## src/rtl/uart_tx_fifo.sv

```systemverilog
// uart_tx_fifo: byte queue between MMIO TO_HOST writes and the UARTTX serializer,
// drained one byte at a time through the UARTTX WE/READY handshake.
module uart_tx_fifo #(
  parameter int DEPTH_LOG = 4,
  parameter int WIDTH = 8
) (
  input  logic                 clk,
  input  logic                 rst,
  input  logic                 in_we,
  input  logic [WIDTH-1:0]     in_wdata,
  output logic                 in_ready,
  output logic [DEPTH_LOG:0]   count,
  output logic                 overflow,
  input  logic                 clr_overflow,
  output logic [WIDTH-1:0]     out_data,
  output logic                 out_we,
  input  logic                 uart_ready
);
  typedef enum logic [1:0] {S_IDLE, S_GUARD, S_WAIT} state_t;
  state_t state_q, state_d;
  logic [WIDTH-1:0] mem_q [2**DEPTH_LOG];
  logic [DEPTH_LOG-1:0] wr_ptr_q, wr_ptr_d, rd_ptr_q, rd_ptr_d;
  logic [DEPTH_LOG:0] count_q, count_d;
  logic overflow_q, overflow_d, out_we_q, out_we_d;
  logic [WIDTH-1:0] out_data_q, out_data_d;
  logic full, empty, push, pop;
  // count never exceeds 2^DEPTH_LOG, so its MSB alone marks full
  assign full = count_q[DEPTH_LOG];
  assign empty = count_q == '0;
  assign push = in_we && !full;
  assign pop = state_q == S_IDLE && !empty && uart_ready;
  assign in_ready = !full;
  assign count = count_q;
  assign overflow = overflow_q;
  assign out_data = out_data_q;
  assign out_we = out_we_q;
  always_ff @(posedge clk or posedge rst) begin
    if (rst) begin
      state_q    <= S_IDLE;
      wr_ptr_q   <= '0;
      rd_ptr_q   <= '0;
      count_q    <= '0;
      overflow_q <= 1'b0;
      out_we_q   <= 1'b0;
      out_data_q <= '0;
    end else begin
      state_q    <= state_d;
      wr_ptr_q   <= wr_ptr_d;
      rd_ptr_q   <= rd_ptr_d;
      count_q    <= count_d;
      overflow_q <= overflow_d;
      out_we_q   <= out_we_d;
      out_data_q <= out_data_d;
    end
  end
  always_ff @(posedge clk) begin
    if (push) mem_q[wr_ptr_q] <= in_wdata;
  end
  // GUARD skips one cycle of READY because UARTTX lowers it a cycle after WE
  always_comb begin
    state_d = state_q == S_IDLE  ? (pop ? S_GUARD : S_IDLE) :
              state_q == S_GUARD ? S_WAIT :
              (uart_ready ? S_IDLE : S_WAIT);
  end
  always_comb begin
    out_we_d   = pop;
    out_data_d = pop ? mem_q[rd_ptr_q] : out_data_q;
    rd_ptr_d   = pop ? rd_ptr_q + DEPTH_LOG'(1) : rd_ptr_q;
    wr_ptr_d   = push ? wr_ptr_q + DEPTH_LOG'(1) : wr_ptr_q;
    count_d    = (push && !pop) ? count_q + (DEPTH_LOG+1)'(1) :
                 (pop && !push) ? count_q - (DEPTH_LOG+1)'(1) : count_q;
    overflow_d = (in_we && full) ? 1'b1 : clr_overflow ? 1'b0 : overflow_q;
  end
endmodule

```

## config.mk

```make
export PLATFORM = sky130hd
export DESIGN_NAME = uart_tx_fifo
export DESIGN_NICKNAME = d
export VERILOG_FILES = /design/src/rtl/uart_tx_fifo.sv
export SDC_FILE = /design/constraint.sdc
export NUM_CORES = 1
export LEC_CHECK = 0
export BUFFER_PORTS_ARGS = -buffer_cell sky130_fd_sc_hd__clkbuf_2
export CORE_ASPECT_RATIO = 2
export CORE_UTILIZATION = 50
export DETAILED_ROUTE_END_ITERATION = 16
export PLACE_DENSITY_LB_ADDON = 0.08
export SLEW_MARGIN = 20
export SYNTH_ARGS = -nofsm -noshare
export SYNTH_HDL_FRONTEND = slang
export SYNTH_SLANG_ARGS = --single-unit
export TNS_END_PERCENT = 30
```

## constraint.sdc

```tcl
create_clock -name clk -period 8.8 [get_ports clk]
set_input_delay 1.76 -clock clk [delete_from_list [all_inputs] [get_ports clk]]
set_output_delay 1.76 -clock clk [all_outputs]
set_load 0.02 [all_outputs]
```

* After elaboration in Yosys (flattened, before gate mapping)
Memories as Yosys holds them, arrays and structs flattened. A register that Yosys moved wholly into a read port is not among the register bits.
Index checks and enable logic that the tools add are counted.
** Cells by class
- Add/subtract/negate cells :: 4
- Equality and inequality tests :: 1
- Muxes and demuxes :: 10
- Reduce and logical (&&, ||, !) cells :: 14
** Operators by type and width (count)
- $mux W5 :: 2
- $add A4 B1 Y4 const B :: 2
- $logic_and A1 B1 Y1 :: 6
- $mux W2 :: 3
- $add A5 B1 Y5 const B :: 1
- $logic_not A5 Y1 :: 1
- $mux W1 :: 5
- $sub A5 B1 Y5 const B :: 1
- $logic_not A1 Y1 :: 4
- $reduce_bool A2 Y1 :: 2
- $eq A2 B1 Y1 const B :: 1
- $logic_not A2 Y1 :: 1
** Storage, ports and cells
- Bits in registers :: 17
- Memory bits (writable) :: 128
- Input bits :: 13
- Output and inout bits :: 16
- Logic and storage cells :: 36
- Memories kept :: 1
** Memory list
- mem_q :: words 16, bits a word 8, read ports 1, clocked after memory_dff 1, wr ports 1, line 21 : logic [WIDTH-1:0] mem_q [2**DEPTH_LOG];

* Depth between registers and ports, before layout
- Word-level depth :: 7
- Mapped depth :: 11
- Gate-level depth less buffers :: 10

* Worst setup path after synthesis
No wires, ideal clock.
- Path kind :: input port to flip-flop
- Start :: in in_we
- End :: reg count_q[4], in the netlist count[4]
- Library setup time :: 0.134 ns
- Data arrival time :: 3.454 ns
- Required time :: 8.666 ns
- Slack :: 5.212 ns
- Stages on the path :: 9
- Buffers on the path :: 1
- Cell sequence :: nor2b_1 clkbuf_1 ha_1 inv_1 fa_1 a21o_1 a21oi_1 mux2i_1 xnor2_1
** Between the ends
- Cells in the longest elaborated chain, start to end :: 4
- Elaborated cells on any way between the ends :: 6
- Classes of those cells :: mux: 1; reduce/logical: 5
** RTL lines
- start, declared :: line 9 : input logic in_we,
- $logic_and A1 B1 Y1 * :: line 30 : assign push = in_we && !full;
- named net push :: line 26 : logic full, empty, push, pop;
- $logic_not A1 Y1 :: line 71 : (pop && !push) ? count_q - (DEPTH_LOG+1)'(1) : count_q;
- $logic_and A1 B1 Y1 :: line 71
- $reduce_bool A2 Y1 (no line)
- end signal, assigned :: line 50 : count_q <= count_d;
- end, declared :: line 23 : logic [DEPTH_LOG:0] count_q, count_d;
The timed path passes the listed nets; every way through them passes the cells marked *.
A chain may end at the register's enable or synchronous reset.

* Worst setup path after layout
- Start :: in in_we
- End :: reg count_q[4], in the netlist count[4]
** Between the ends
- Cells in the longest elaborated chain, start to end :: 4
- Elaborated cells on any way between the ends :: 6
- Classes of those cells :: mux: 1; reduce/logical: 5
** RTL lines (line)
- $logic_and A1 B1 Y1 * :: 30
- $logic_not A1 Y1 :: 71
- $logic_and A1 B1 Y1 :: 71
- $reduce_bool A2 Y1 (no line)
Mark *: on every way between the ends. The rest lies on a longest branch, timed or not.

==> run_results.csv <==
group,metric,value,unit
run_status,status,"completed",
place,io_buffers,28,
logic_synthesis,yosysWarnings,0,
clock_tree,cts_root_buf,"clkbuf_16",
setup_path,arrival,3.91,ns
floorplanning,coreArea,11800,µm²
global_routing,gr-total-overflow,0,
setup_path,crit_path_start_kind,"input port",
min_path,min_path_type,"reg2reg",
finish,seq_area,4470,µm²
clock_tree,clock_sinks,153,
logic_synthesis,synth_top_cell_area_share,0.628,
setup_path,endpoint_kind,"register",
place,hpwlAfterDp,7810,µm
finish,nets,366,
power,leakagePower,2.43,nW
logic_synthesis,yosys_most_used_dff,"edfxtp_1",
clock_tree,cts_setup_buffers,0,
timing,grt_setup_unrepaired,"false",
finish,fillers,877,
logic_synthesis,syn_area,6120,µm²
floorplanning,io_pins,29,
finish,layout-drive-gt1-share,0.306,
setup_path,regToRegSetupSlack,5.82,ns
logic_synthesis,netlist_instances,311,
timing,fin_crit,3.58,ns
clock_tree,clkLatencyLatePin,0.42,ns
setup_path,r2r_start,"count[1]",
logic_synthesis,ys_types,34,
clock_tree,htreeDepth,4,
drt,drtIter0Drc,150,
setup_path,cp.required,9.14,ns
logic_synthesis,synth-async-reset-ratio,0.163,
finish,n_antenna_cell,0,
clock_tree,clk_pin_slew,0.06,ns
drt,viasPerCell,5.62,
finish,postLayoutCellArea,6950,µm²
global_routing,grt_pass1_vias,3123,
floorplanning,dieArea,12700,µm²
global_routing,antenna_found_initial,0,
power,power_density,338,nW/µm²
logic_synthesis,synth_fa_ha_area_frac,0.0217,
global_routing,grt_pass1_wl,17800,µm
logic_synthesis,syn_avg_cell_area,19.7,µm²
job,cap_viol_max_count,0,
logic_synthesis,synth-edff-count,128,
timing,hold_violations,0,
logic_synthesis,synth.area.top_cells,"edfxtp_1, mux4_2, dfrtp_1, a221oi_2, ha_1",
drt,antenna_left,0,
timing,fmax,280,MHz
timing,finalSetupViolations,0,
finish,multiInputGateArea,1550,µm²
timing,skew,0.00986,ns
drt,drt_first_pass_iters,4,
logic_synthesis,syn_nets,334,
logic_synthesis,yosys.area_share.xor_xnor,0.0143,
logic_synthesis,synth.area.mux_share,0.136,
timing,setup_tns,0,ns
logic_synthesis,synth_top_family_by_area,"multiplexers",
setup_path,endpoint,"count[4]",
logic_synthesis,synthSimpleGateAreaFrac,0.0401,
clock_tree,post_cts_resized,0,
setup_path,regToRegEndpoint,"count[4]",
place,gp_congestion,0.824,
logic_synthesis,synth_common_cells,"edfxtp_1, mux4_2, dfrtp_1",
logic_synthesis,yosysSeqAreaShare,0.730,
floorplanning,start_util,0.517,
global_routing,grt_max_degree,36,
logic_synthesis,yosysMostFrequentCell,"edfxtp_1",
clock_tree,cts_tree,"yes",
timing,tightest_slew,0.956,ns
clock_tree,ctsHoldBuffers,0,
floorplanning,die_w,80.2,µm
drt,vias,2817,
timing,fin_crit_sh,0.406,
timing,slew_violations,0,
drt,route.detailed.drc,0,
logic_synthesis,synth_seq_cells,153,
place,dpl_cell_area,6370,µm²
drt,routed_wl,11300,µm
floorplanning,die_h,158,µm
setup_path,rr_worst_depth,10,
logic_synthesis,synth_top_cell_by_area,"edfxtp_1",
logic_synthesis,synth-compound-area-share,0.0405,
setup_path,worstPathMaxFanout,10,
floorplanning,rows,56,
setup_path,worstSetupStartpoint,"in_we",
clock_tree,cts_buffer_depth,2,
clock_tree,cts_buffers,17,
drt,detail_route.wl_per_cell,22.6,µm
setup_path,path_class,"in2reg",
power,vdd_drop_max,0.350,mV
global_routing,grt_usage,0.204,
finish,syn_to_final_growth,13.6,%
timing,slew_headroom,0.362,
-- layout by cell type, fill, tap and decap left out, drive strengths merged, types with 3 or more instances in the layout --
cell,instances
ha,9
mux2i,9
inv,17
a21oi,3
nand2,7
mux4,32
nor2,12
edfxtp,128
clkbuf,45
o22ai,8
a221oi,8
o21ai,4
dfrtp,25
xnor2,8
and2,17
-- area by class of cell --
type	instances	area share
clock buffers	17	0.0612
clock inverters	15	0.0221
inverters	7	0.00378
multi-input cells	135	0.222
flip-flops and latches	153	0.643
well taps	145	0.0261
repair buffers	29	0.0212
-- worst min-delay path by stage --
stage	start	slack (ns)	cells past startpoint	to
2_1_floorplan	state_q[1]	0.42	1	state_q[1]
3_5_place_dp	state_q[1]	0.49	1	state_q[1]
6_report	state_q[1]	0.49	1	state_q[1]
3_3_place_gp	state_q[1]	0.43	1	state_q[1]
5_1_grt	state_q[1]	0.51	1	state_q[1]
4_1_cts	state_q[1]	0.50	1	state_q[1]
-- kinds of logic (layout without fill, tap and decap cells) --
group	count (synthesis)	count (layout)
flip-flops	153	153
buffers and inverters	23	68
AND/OR/NAND/NOR	45	45
multiplexers	43	43
AO/OA/AOI/OAI	27	27
adder cells (fa/ha/maj)	10	10
XOR/XNOR	10	10
-- worst max-delay path: stages --
cell,delay (ns)
clkbuf_2,0.10
nor2b_1,0.50
ha_1,0.28
inv_1,0.11
fa_1,0.41
a21o_1,0.19
a21oi_1,0.19
mux2i_1,0.23
xnor2_1,0.13
-- routing by layer --
layer	GRT usage	share of wire
met5	0	0
met4	0.0757	0.016
met1	0.227	0.37
met2	0.380	0.59
met3	0.0378	0.022
-- power by group --
| part | internal (W) | switching, W |
|---|---|---|
| registers | 0.000882 | 0.000107 |
| clock network | 0.000401 | 0.000313 |
| logic | 0.000308 | 0.000338 |
-- state kept, by name, indices dropped and copies added, names as in the netlist --
| name | flops |
|---|---|
| out_data | 8 |
| mem_q | 128 |
| count | 5 |
| overflow | 1 |
| wr_ptr_q | 4 |
| out_we | 1 |
| rd_ptr_q | 4 |
| state_q | 2 |
-- stage by stage --
step / power (W) / worst slack, ns / utilization / hold WS, ns / std cells
5_1_grt: 0.00247 / 5.09 / 0.587 / 0.512 / 501
6_report: 0.00235 / 5.22 / 0.587 / 0.491 / 501
3_3_place_gp: 0.00165 / 4.86 / 0.538 / 0.432 / 469
2_1_floorplan: 0.00148 / 5.21 / - / 0.420 / 311
3_5_place_dp: 0.00167 / 4.81 / 0.538 / 0.489 / 469
4_1_cts: 0.00238 / 5.23 / 0.587 / 0.497 / 501
No activity file was read; power rests on OpenSTA's default activity.
